==> src/rtl/jbi_ncio_prtq_ctl.sv <==
// NCIO PRTQ control: drives a 16-entry two-port array and holds read data in a 2-entry output stage.
// Optional macro JBI_PRTQ_OVFL_CHK_EN enables the sticky prtq_ovfl error on enqueue-while-full.
module jbi_ncio_prtq_ctl #(
  parameter int unsigned WIDTH      = 146,
  parameter int unsigned ADDR_WIDTH = 4,
  parameter int unsigned DEPTH      = 16
) (
  input  logic                  clk,
  input  logic                  rst,
  input  logic                  enq_vld,
  input  logic [WIDTH-1:0]      enq_data,
  output logic                  enq_rdy,
  output logic                  deq_vld,
  output logic [WIDTH-1:0]      deq_data,
  input  logic                  deq_rdy,
  output logic                  prtq_csn_wr,
  output logic [ADDR_WIDTH-1:0] prtq_waddr,
  output logic [WIDTH-1:0]      prtq_wdata,
  output logic                  prtq_csn_rd,
  output logic [ADDR_WIDTH-1:0] prtq_raddr,
  input  logic [WIDTH-1:0]      prtq_rdata,
  output logic [4:0]            prtq_level,
  output logic                  prtq_ovfl
);

  localparam int unsigned CW = ADDR_WIDTH + 1;

  logic [ADDR_WIDTH-1:0] wptr, rptr;
  logic [CW-1:0]         arr_cnt, arr_cnt_n;
  logic                  rd_inflight;
  logic [1:0]            out_cnt, out_cnt_n;
  logic [WIDTH-1:0]      head, tail, head_n, tail_n;
  logic                  enq, deq, rd;

  // Handshakes and read issue; reads only see entries already counted in the registered arr_cnt
  assign enq_rdy     = ~rst & (arr_cnt != CW'(DEPTH));
  assign enq         = enq_vld & enq_rdy;
  assign deq_vld     = ~rst & (out_cnt != 2'd0);
  assign deq         = deq_vld & deq_rdy;
  assign rd          = ~rst & (arr_cnt != '0) &
                       (({1'b0, out_cnt} + {2'b0, rd_inflight}) < (3'd2 + {2'b0, deq}));

  assign prtq_csn_wr = ~enq;
  assign prtq_waddr  = wptr;
  assign prtq_wdata  = enq_data;
  assign prtq_csn_rd = ~rd;
  assign prtq_raddr  = rptr;
  assign deq_data    = head;

  // Next-state for counters and the head/tail output stage
  always_comb begin
    arr_cnt_n = arr_cnt + CW'(enq) - CW'(rd);
    out_cnt_n = out_cnt + 2'(rd_inflight) - 2'(deq);
    head_n    = head;
    tail_n    = tail;
    if (deq && rd_inflight) begin
      if (out_cnt == 2'd2) begin
        head_n = tail;
        tail_n = prtq_rdata;
      end else begin
        head_n = prtq_rdata;
      end
    end else if (deq) begin
      head_n = tail;
    end else if (rd_inflight) begin
      if (out_cnt == 2'd0) head_n = prtq_rdata;
      else                 tail_n = prtq_rdata;
    end
  end

  always_ff @(posedge clk) begin
    if (rst) begin
      wptr        <= '0;
      rptr        <= '0;
      arr_cnt     <= '0;
      rd_inflight <= 1'b0;
      out_cnt     <= 2'd0;
      head        <= '0;
      tail        <= '0;
      prtq_level  <= 5'd0;
    end else begin
      if (enq) wptr <= wptr + ADDR_WIDTH'(1);
      if (rd)  rptr <= rptr + ADDR_WIDTH'(1);
      arr_cnt     <= arr_cnt_n;
      rd_inflight <= rd;
      out_cnt     <= out_cnt_n;
      head        <= head_n;
      tail        <= tail_n;
      prtq_level  <= 5'(arr_cnt_n) + 5'(rd) + 5'(out_cnt_n);
    end
  end

`ifdef JBI_PRTQ_OVFL_CHK_EN
  // Sticky until reset; the offered entry is dropped because enq_rdy is low
  always_ff @(posedge clk) begin
    if (rst)                                       prtq_ovfl <= 1'b0;
    else if (enq_vld && (arr_cnt == CW'(DEPTH)))   prtq_ovfl <= 1'b1;
  end
`else
  assign prtq_ovfl = 1'b0;
`endif

endmodule

==> config.mk <==
export PLATFORM = sky130hd
export DESIGN_NAME = jbi_ncio_prtq_ctl
export DESIGN_NICKNAME = d
export VERILOG_FILES = /design/src/rtl/jbi_ncio_prtq_ctl.sv
export SDC_FILE = /design/constraint.sdc
export NUM_CORES = 1
export LEC_CHECK = 0
export ABC_AREA = 1
export BUFFER_PORTS_ARGS = -buffer_cell sky130_fd_sc_hd__buf_4
export CAP_MARGIN = 20
export CORE_AREA = 2 2 238 240
export DETAILED_ROUTE_END_ITERATION = 7
export DIE_AREA = 0 0 240 242
export GPL_ROUTABILITY_DRIVEN = 0
export HOLD_SLACK_MARGIN = 0.15
export SYNTH_ARGS = -nofsm -noshare
export SYNTH_HDL_FRONTEND = slang
export SYNTH_SLANG_ARGS = --single-unit
==> constraint.sdc <==
create_clock -name clk -period 3.5 [get_ports clk]
set_input_delay 0.875 -clock clk [delete_from_list [all_inputs] [get_ports clk]]
set_output_delay 0.875 -clock clk [all_outputs]
set_load 0.05 [all_outputs]
==> results of run 1 <==
[synth_stat cells, types with 43 or more instances]
library cell | count | share of area [%]
dfxtp_1 | 313 | 42
o21ai_0 | 241 | 8.1
nand2_1 | 233 | 5.9
nor2_1 | 186 | 4.7
inv_1 | 164 | 4.1
nand3_1 | 151 | 5.1
buf_4 | 150 | 7.6
a21oi_1 | 130 | 4.4
o211ai_1 | 117 | 5.9
buf_2 | 66 | 2.2
clkbuf_1 | 65 | 1.6
inv_2 | 55 | 1.4
o21ai_1 | 43 | 1.4
[metal layers]
metal / routed length [um] / part of all wire (%)
met1: 19600 / 39
met2: 23800 / 47
met3: 5050 / 10
met4: 1940 / 3.8
met5: 73 / 0.14
[worst max-delay path: stages, from the launching register on]
cell	delay, ns
dfxtp_1	0.52
ha_1	0.21
ha_1	0.23
nand2_1	0.10
nand2_2	0.07
nor2_2	0.14
inv_1	0.07
nand2_1	0.06
ha_1	0.15
inv_1	0.06
fa_1	0.52
inv_1	0.08
fa_1	0.43
nand2_1	0.08
inv_1	0.05
nand3_1	0.10
nor2_1	0.05
nor2_1	0.12
nand2_1	0.06
inv_1	0.04
[state kept, by name (all words and copies together) (netlist names)]
signal	cells
prtq_raddr	4
rd_inflight	1
deq_data	146
tail	146
prtq_level	5
arr_cnt	5
out_cnt	2
prtq_waddr	4
[worst paths after layout]
check	startpoint	to	slack, ns	cells after the start
worst max-delay path	rd_inflight$_SDFF_PP0_	prtq_level[4]$_SDFF_PP0_	0.33	19
worst min register to register	tail[107]$_SDFFE_PP0P_	tail[107]$_SDFFE_PP0P_	0.45	2
worst max register to register	rd_inflight$_SDFF_PP0_	prtq_level[4]$_SDFF_PP0_	0.33	19
worst min-delay path	tail[107]$_SDFFE_PP0P_	tail[107]$_SDFFE_PP0P_	0.45	2
[layout make-up]
class,instances,area share (%)
Sequential cell,313,34.5
Multi-Input combinational cell,1181,33.5
Timing Repair Buffer,338,14.4
Clock buffer,58,6.74
Tap cell,756,5.22
Inverter,219,4.60
Clock inverter,14,1.01
Antenna cell,1,0.0138
[through the flow]
step                total power, mW  hold WS, ns  util (%)
detailed placement             15.1        0.446      30.0
CTS                            19.5        0.456      32.5
global route                   20.5        0.470      32.5
finish                         19.3        0.452      32.5
global placement               14.9        0.439      30.0
floorplan                      12.7        0.430         -
[power groups by stage]
stage	logic, mW	registers [mW]	clock network, mW
final	9.25	5.69	4.35
after detailed placement	9.32	5.74	0
after global placement	9.16	5.70	0
after CTS	9.35	5.69	4.49
after floorplan	4.25	8.43	0
after global routing	10.0	5.86	4.65
[cells by family (layout without fill, tap and decap cells)]
kind of cell / count (synthesis) / count (layout) / share of synthesized area, %
AO/OA/AOI/OAI: 564 / 564 / 21.3
XOR/XNOR: 6 / 6 / 0.353
adder cells (fa/ha/maj): 15 / 15 / 1.36
buffers and inverters: 514 / 629 / 17.6
flip-flops: 313 / 313 / 42.0
multiplexers: 14 / 14 / 1.05
other: 1 / 2 / 0.0252
AND/OR/NAND/NOR: 581 / 581 / 16.3
==> flow_summary.toml, run 1 <==
[place]
dpl.cell_count = 2807
hpwl_um = 33300
io_buffers = 312
dp_slack_ns = -0.0196
detailed_place.area_um2 = 16700

[routing]
firstDrtPassIters = 5
vias_per_cell = 4.77
post-route-drc-count = 0
num_vias = 13730
drt_iter0_markers = 737
drtAntennaViolNets = 0
wl_per_cell_um = 17.5
routed_wl_um = 50500

[synth]
avgSynthCellArea_um2 = 7.42
ys_seq_area_share_pct = 42.0
synth_cell_types = 32
ys_warn_count = 0
synth_area_um2 = 14900
synth_ff_type = "dfxtp_1"
synth-edff-count = 0
synthCells = 2008
synth_seq_cells = 313
syn_nets = 2319
synthArstFlopShare_pct = 0

[power]
power_leakage_nw = 7.98
p_sw_share_pct = 46.3
p_int_mw = 10.4
p_seq_share_pct = 29.5
p_per_area_nw_per_um2 = 1060
switchingPower_mw = 8.93
peakVddDrop_v = 0.000735
p_comb_share_pct = 48.0
pwr-share-clk_pct = 22.5

[timing]
finalCritPeriodShare_pct = 90.6
finalSetupViolations = 0
drv_slew = 0
setup_ws_ns = 0.328
fmax_ghz = 0.315
layout_min_cycle_time_ns = 3.17
max-slew-margin-rel_pct = 20.3
hold_viol_final = 0
rsz0062_at_grt = "no"
tns_ns = 0
fin_worst_skew_ns = 0.00928
tightest_slew_ns = 1.20

[clock_network]
cts_tree = "yes"
hold_buffers = 0
clk_pin_slew_worst_paths_ns = 0.06
cts_setup_buffers = 0
cts_resized = 0
htreeDepth = 2
clkSinkCount = 313
clock_latency_ns = 0.55
cts_buffers = 41
cts_max_path_buffers = 3
clockRootBuffer = "clkbuf_16"

[global_routing]
grt.met3_usage_pct = 6.69
first_global_vias = 13095
grt_max_degree = 232
grt_antenna_before_repair = 4
grt_overflow_total = 0
track_usage_pct = 16.6
grt.met1_usage_pct = 18.6
top_usage_layer = "met2"
grt_util_met2_pct = 27.8
grt_first_pass_wirelength_um = 75800

[job]
drv_cap = 0

[critical_path]
crit_path_max_fanout = 6
crit_path_start_kind = "flop"
worst-setup-path-type = "flop to flop"
arrival_ns = 3.66
end_kind = "flop"
cp_data_required_time_ns = 3.99

[floorplanning]
rows = 87
die_h_um = 242
die-area_um2 = 58100
die_w_um = 240
ios = 606
fp.coreArea_um2 = 55700
start_util_pct = 26.7

[final_layout]
final_nets = 2405
multi_input_area_um2 = 6070
seq_area_um2 = 6270
stdcell_area_um2 = 18100
final_cell_mix = "buf_4 (332), dfxtp_1 (313), o21ai_0 (241)"
final_common_cell = "buf_4"
layout-drive-gt1-share_pct = 23.1
n_fill_cell = 5866
finalNonFillerCells = 2880
syn_to_final_growth_pct = 21.7

[hold_path]
holdCritPathClass = "flop to flop"

[outcome]
outcome = "finished, final reports clean"
Power figures use the tool's default switching activity.
==> inputs of run 2 (changes only) <==
--- a/config.mk
+++ b/config.mk
@@ -8,9 +8,9 @@
 export ABC_AREA = 1
 export BUFFER_PORTS_ARGS = -buffer_cell sky130_fd_sc_hd__buf_4
 export CAP_MARGIN = 20
-export CORE_AREA = 2 2 238 240
+export CORE_AREA = 2 2 236 238
 export DETAILED_ROUTE_END_ITERATION = 7
-export DIE_AREA = 0 0 240 242
+export DIE_AREA = 0 0 238 240
 export GPL_ROUTABILITY_DRIVEN = 0
 export HOLD_SLACK_MARGIN = 0.15
 export SYNTH_ARGS = -nofsm -noshare
==> constraint.sdc (replaced) <==
create_clock -name clk -period 3.9 [get_ports clk]
set_input_delay 0.585 -clock clk [delete_from_list [all_inputs] [get_ports clk]]
set_output_delay 0.585 -clock clk [all_outputs]
set_load 0.05 [all_outputs]
==> run 2 against run 1 <==
Global-route usage hardly changed. Clock skew is 0.017 ns higher. Highest routed layer unchanged. Total power is 12% lower.
==> flow_summary.toml, run 2 (same netlist as run 1, synthesis figures left out) <==
[floorplanning]
die_w_um = 238
ios = 606
rows = 86
fp.coreArea_um2 = 54700
die-area_um2 = 57100
die_h_um = 240
start_util_pct = 27.3

[power]
p_per_area_nw_per_um2 = 953
power_leakage_nw = 7.89
peakVddDrop_v = 0.000893

[hold_path]
hold-path-endpoint = "tail[0]$_SDFFE_PP0P_"
min_from = "prtq_rdata[0]"
hold_depth = 3
holdCritPathClass = "primary input to flop"

[final_layout]
syn_to_final_growth_pct = 20.0
finalNonFillerCells = 2819
n_fill_cell = 5717
final_nets = 2396
layout-drive-gt1-share_pct = 22.5
multi_input_area_um2 = 6050
final_cell_mix = "buf_4 (326), dfxtp_1 (313), o21ai_0 (241)"
final_common_cell = "buf_4"
seq_area_um2 = 6270

[place]
hpwl_um = 32600
dpl.cell_count = 2748
io_buffers = 312

[timing]
finalSetupViolations = 0
layout_min_cycle_time_ns = 3.49
drv_slew = 0
tns_ns = 0
fmax_ghz = 0.286
tightest_slew_ns = 1.09
hold_viol_final = 0
finalCritPeriodShare_pct = 89.6
max-slew-margin-rel_pct = 27.1
fin_worst_skew_ns = 0.0264
rsz0062_at_grt = "no"

[global_routing]
grt_max_degree = 210
track_usage_pct = 16.7
grt_antenna_before_repair = 4
first_global_vias = 13025
grt_overflow_total = 0
grt_first_pass_wirelength_um = 74500

[outcome]
outcome = "finished, final reports clean"

[critical_path]
rr_endpoint = "prtq_level[4]$_SDFF_PP0_"
crit_path_start_kind = "flop"
rr_worst_depth = 19
crit_path_max_fanout = 10
ff2ff_setup_slack_ns = 0.41
r2r-start = "rd_inflight$_SDFF_PP0_"
slowest_delay_ns = 0.52
arrival_ns = 3.97
worst-setup-path-type = "flop to flop"
critical_path.cell_chain = "ha_1, ha_1, nand2_1, nand2_1, nor2_1, inv_1, nand2_1, ha_1, inv_1, fa_1, inv_1, fa_1, nand2_1, inv_1, nand3_1, nor2_1, nor2_1, nand2_1, inv_1"
cp_data_required_time_ns = 4.38
crit_slowest_cell = "dfxtp_1"
end_kind = "flop"

[clock_network]
cts_max_path_buffers = 3
clkSinkCount = 313
cts_setup_buffers = 0
cts_buffers = 39
cts_resized = 0
cts_tree = "yes"
clock_latency_ns = 0.55
htreeDepth = 2
clockRootBuffer = "clkbuf_16"
clk_pin_slew_worst_paths_ns = 0.06
hold_buffers = 0

[routing]
drt_iter0_markers = 876
wl_per_cell_um = 17.7
drtAntennaViolNets = 0
post-route-drc-count = 0
num_vias = 13676
vias_per_cell = 4.85
firstDrtPassIters = 5
routed_wl_um = 50000

[job]
drv_cap = 0
-- run 2: changes by cell type in the layout (fill, tap and decap cells not counted), sizes merged --
cell and change:
buf -7, diode +1, inv +1, bufinv -2
clkbuf -2
-- run 2: critical path, delay by kind of cell (launching register included) --
family	cells	cell delay, ns
fa+ha+maj	5	1.59
simple gates	9	0.99
flops	1	0.52
buf+inv	5	0.32
-- run 2: final cells by class --
class / instances / area share (%)
Antenna cell: 2 / 0.0280
Tap cell: 704 / 4.93
Clock buffer: 56 / 6.49
Sequential cell: 313 / 35.0
Clock inverter: 13 / 0.812
Inverter: 219 / 4.65
Multi-Input combinational cell: 1181 / 33.8
Timing Repair Buffer: 331 / 14.2
-- run 2: worst max path at each step --
stage | start | endpoint | slack, ns | cells past startpoint
global route | rd_inflight$_SDFF_PP0_ | prtq_level[4]$_SDFF_PP0_ | 0.07 | 21
detailed placement | rst | prtq_level[4]$_SDFF_PP0_ | 0.28 | 20
floorplan | rst | prtq_level[4]$_SDFF_PP0_ | 0.33 | 20
global placement | rst | prtq_level[4]$_SDFF_PP0_ | 0.37 | 20
CTS | rd_inflight$_SDFF_PP0_ | prtq_level[4]$_SDFF_PP0_ | 0.42 | 19
finish | rd_inflight$_SDFF_PP0_ | prtq_level[4]$_SDFF_PP0_ | 0.41 | 19
-- run 2: per-layer routing --
metal / GRT usage (%) / wire (um) / up-vias
li1: - / - / 6660
met1: 18.5 / 19600 / 6416
met2: 28.5 / 23900 / 462
met3: 6.18 / 4480 / 132
met4: 7.25 / 2000 / 6
met5: 0.346 / 57 / -
-- run 2: stage by stage --
step / utilization [%] / instance area [um^2] / total power [mW] / hold slack, ns / setup WS (ns)
final: 32.7 / 17900 / 17.0 / 0.304 / 0.407
after global routing: 32.7 / 17900 / 18.1 / 0.293 / 0.0692
after detailed placement: 30.3 / 16600 / 13.5 / 0.445 / 0.278
after CTS: 32.7 / 17900 / 17.2 / 0.264 / 0.417
after global placement: 30.3 / 16600 / 13.3 / 0.437 / 0.374
after floorplan: - / 14900 / 11.4 / 0.430 / 0.328
-- run 2: power breakdown --
group | internal [mW] | switching, mW
Clock | 2.21 | 1.44
Combinational | 2.38 | 5.90
Sequential | 4.44 | 0.662
Total | 9.03 | 8.01
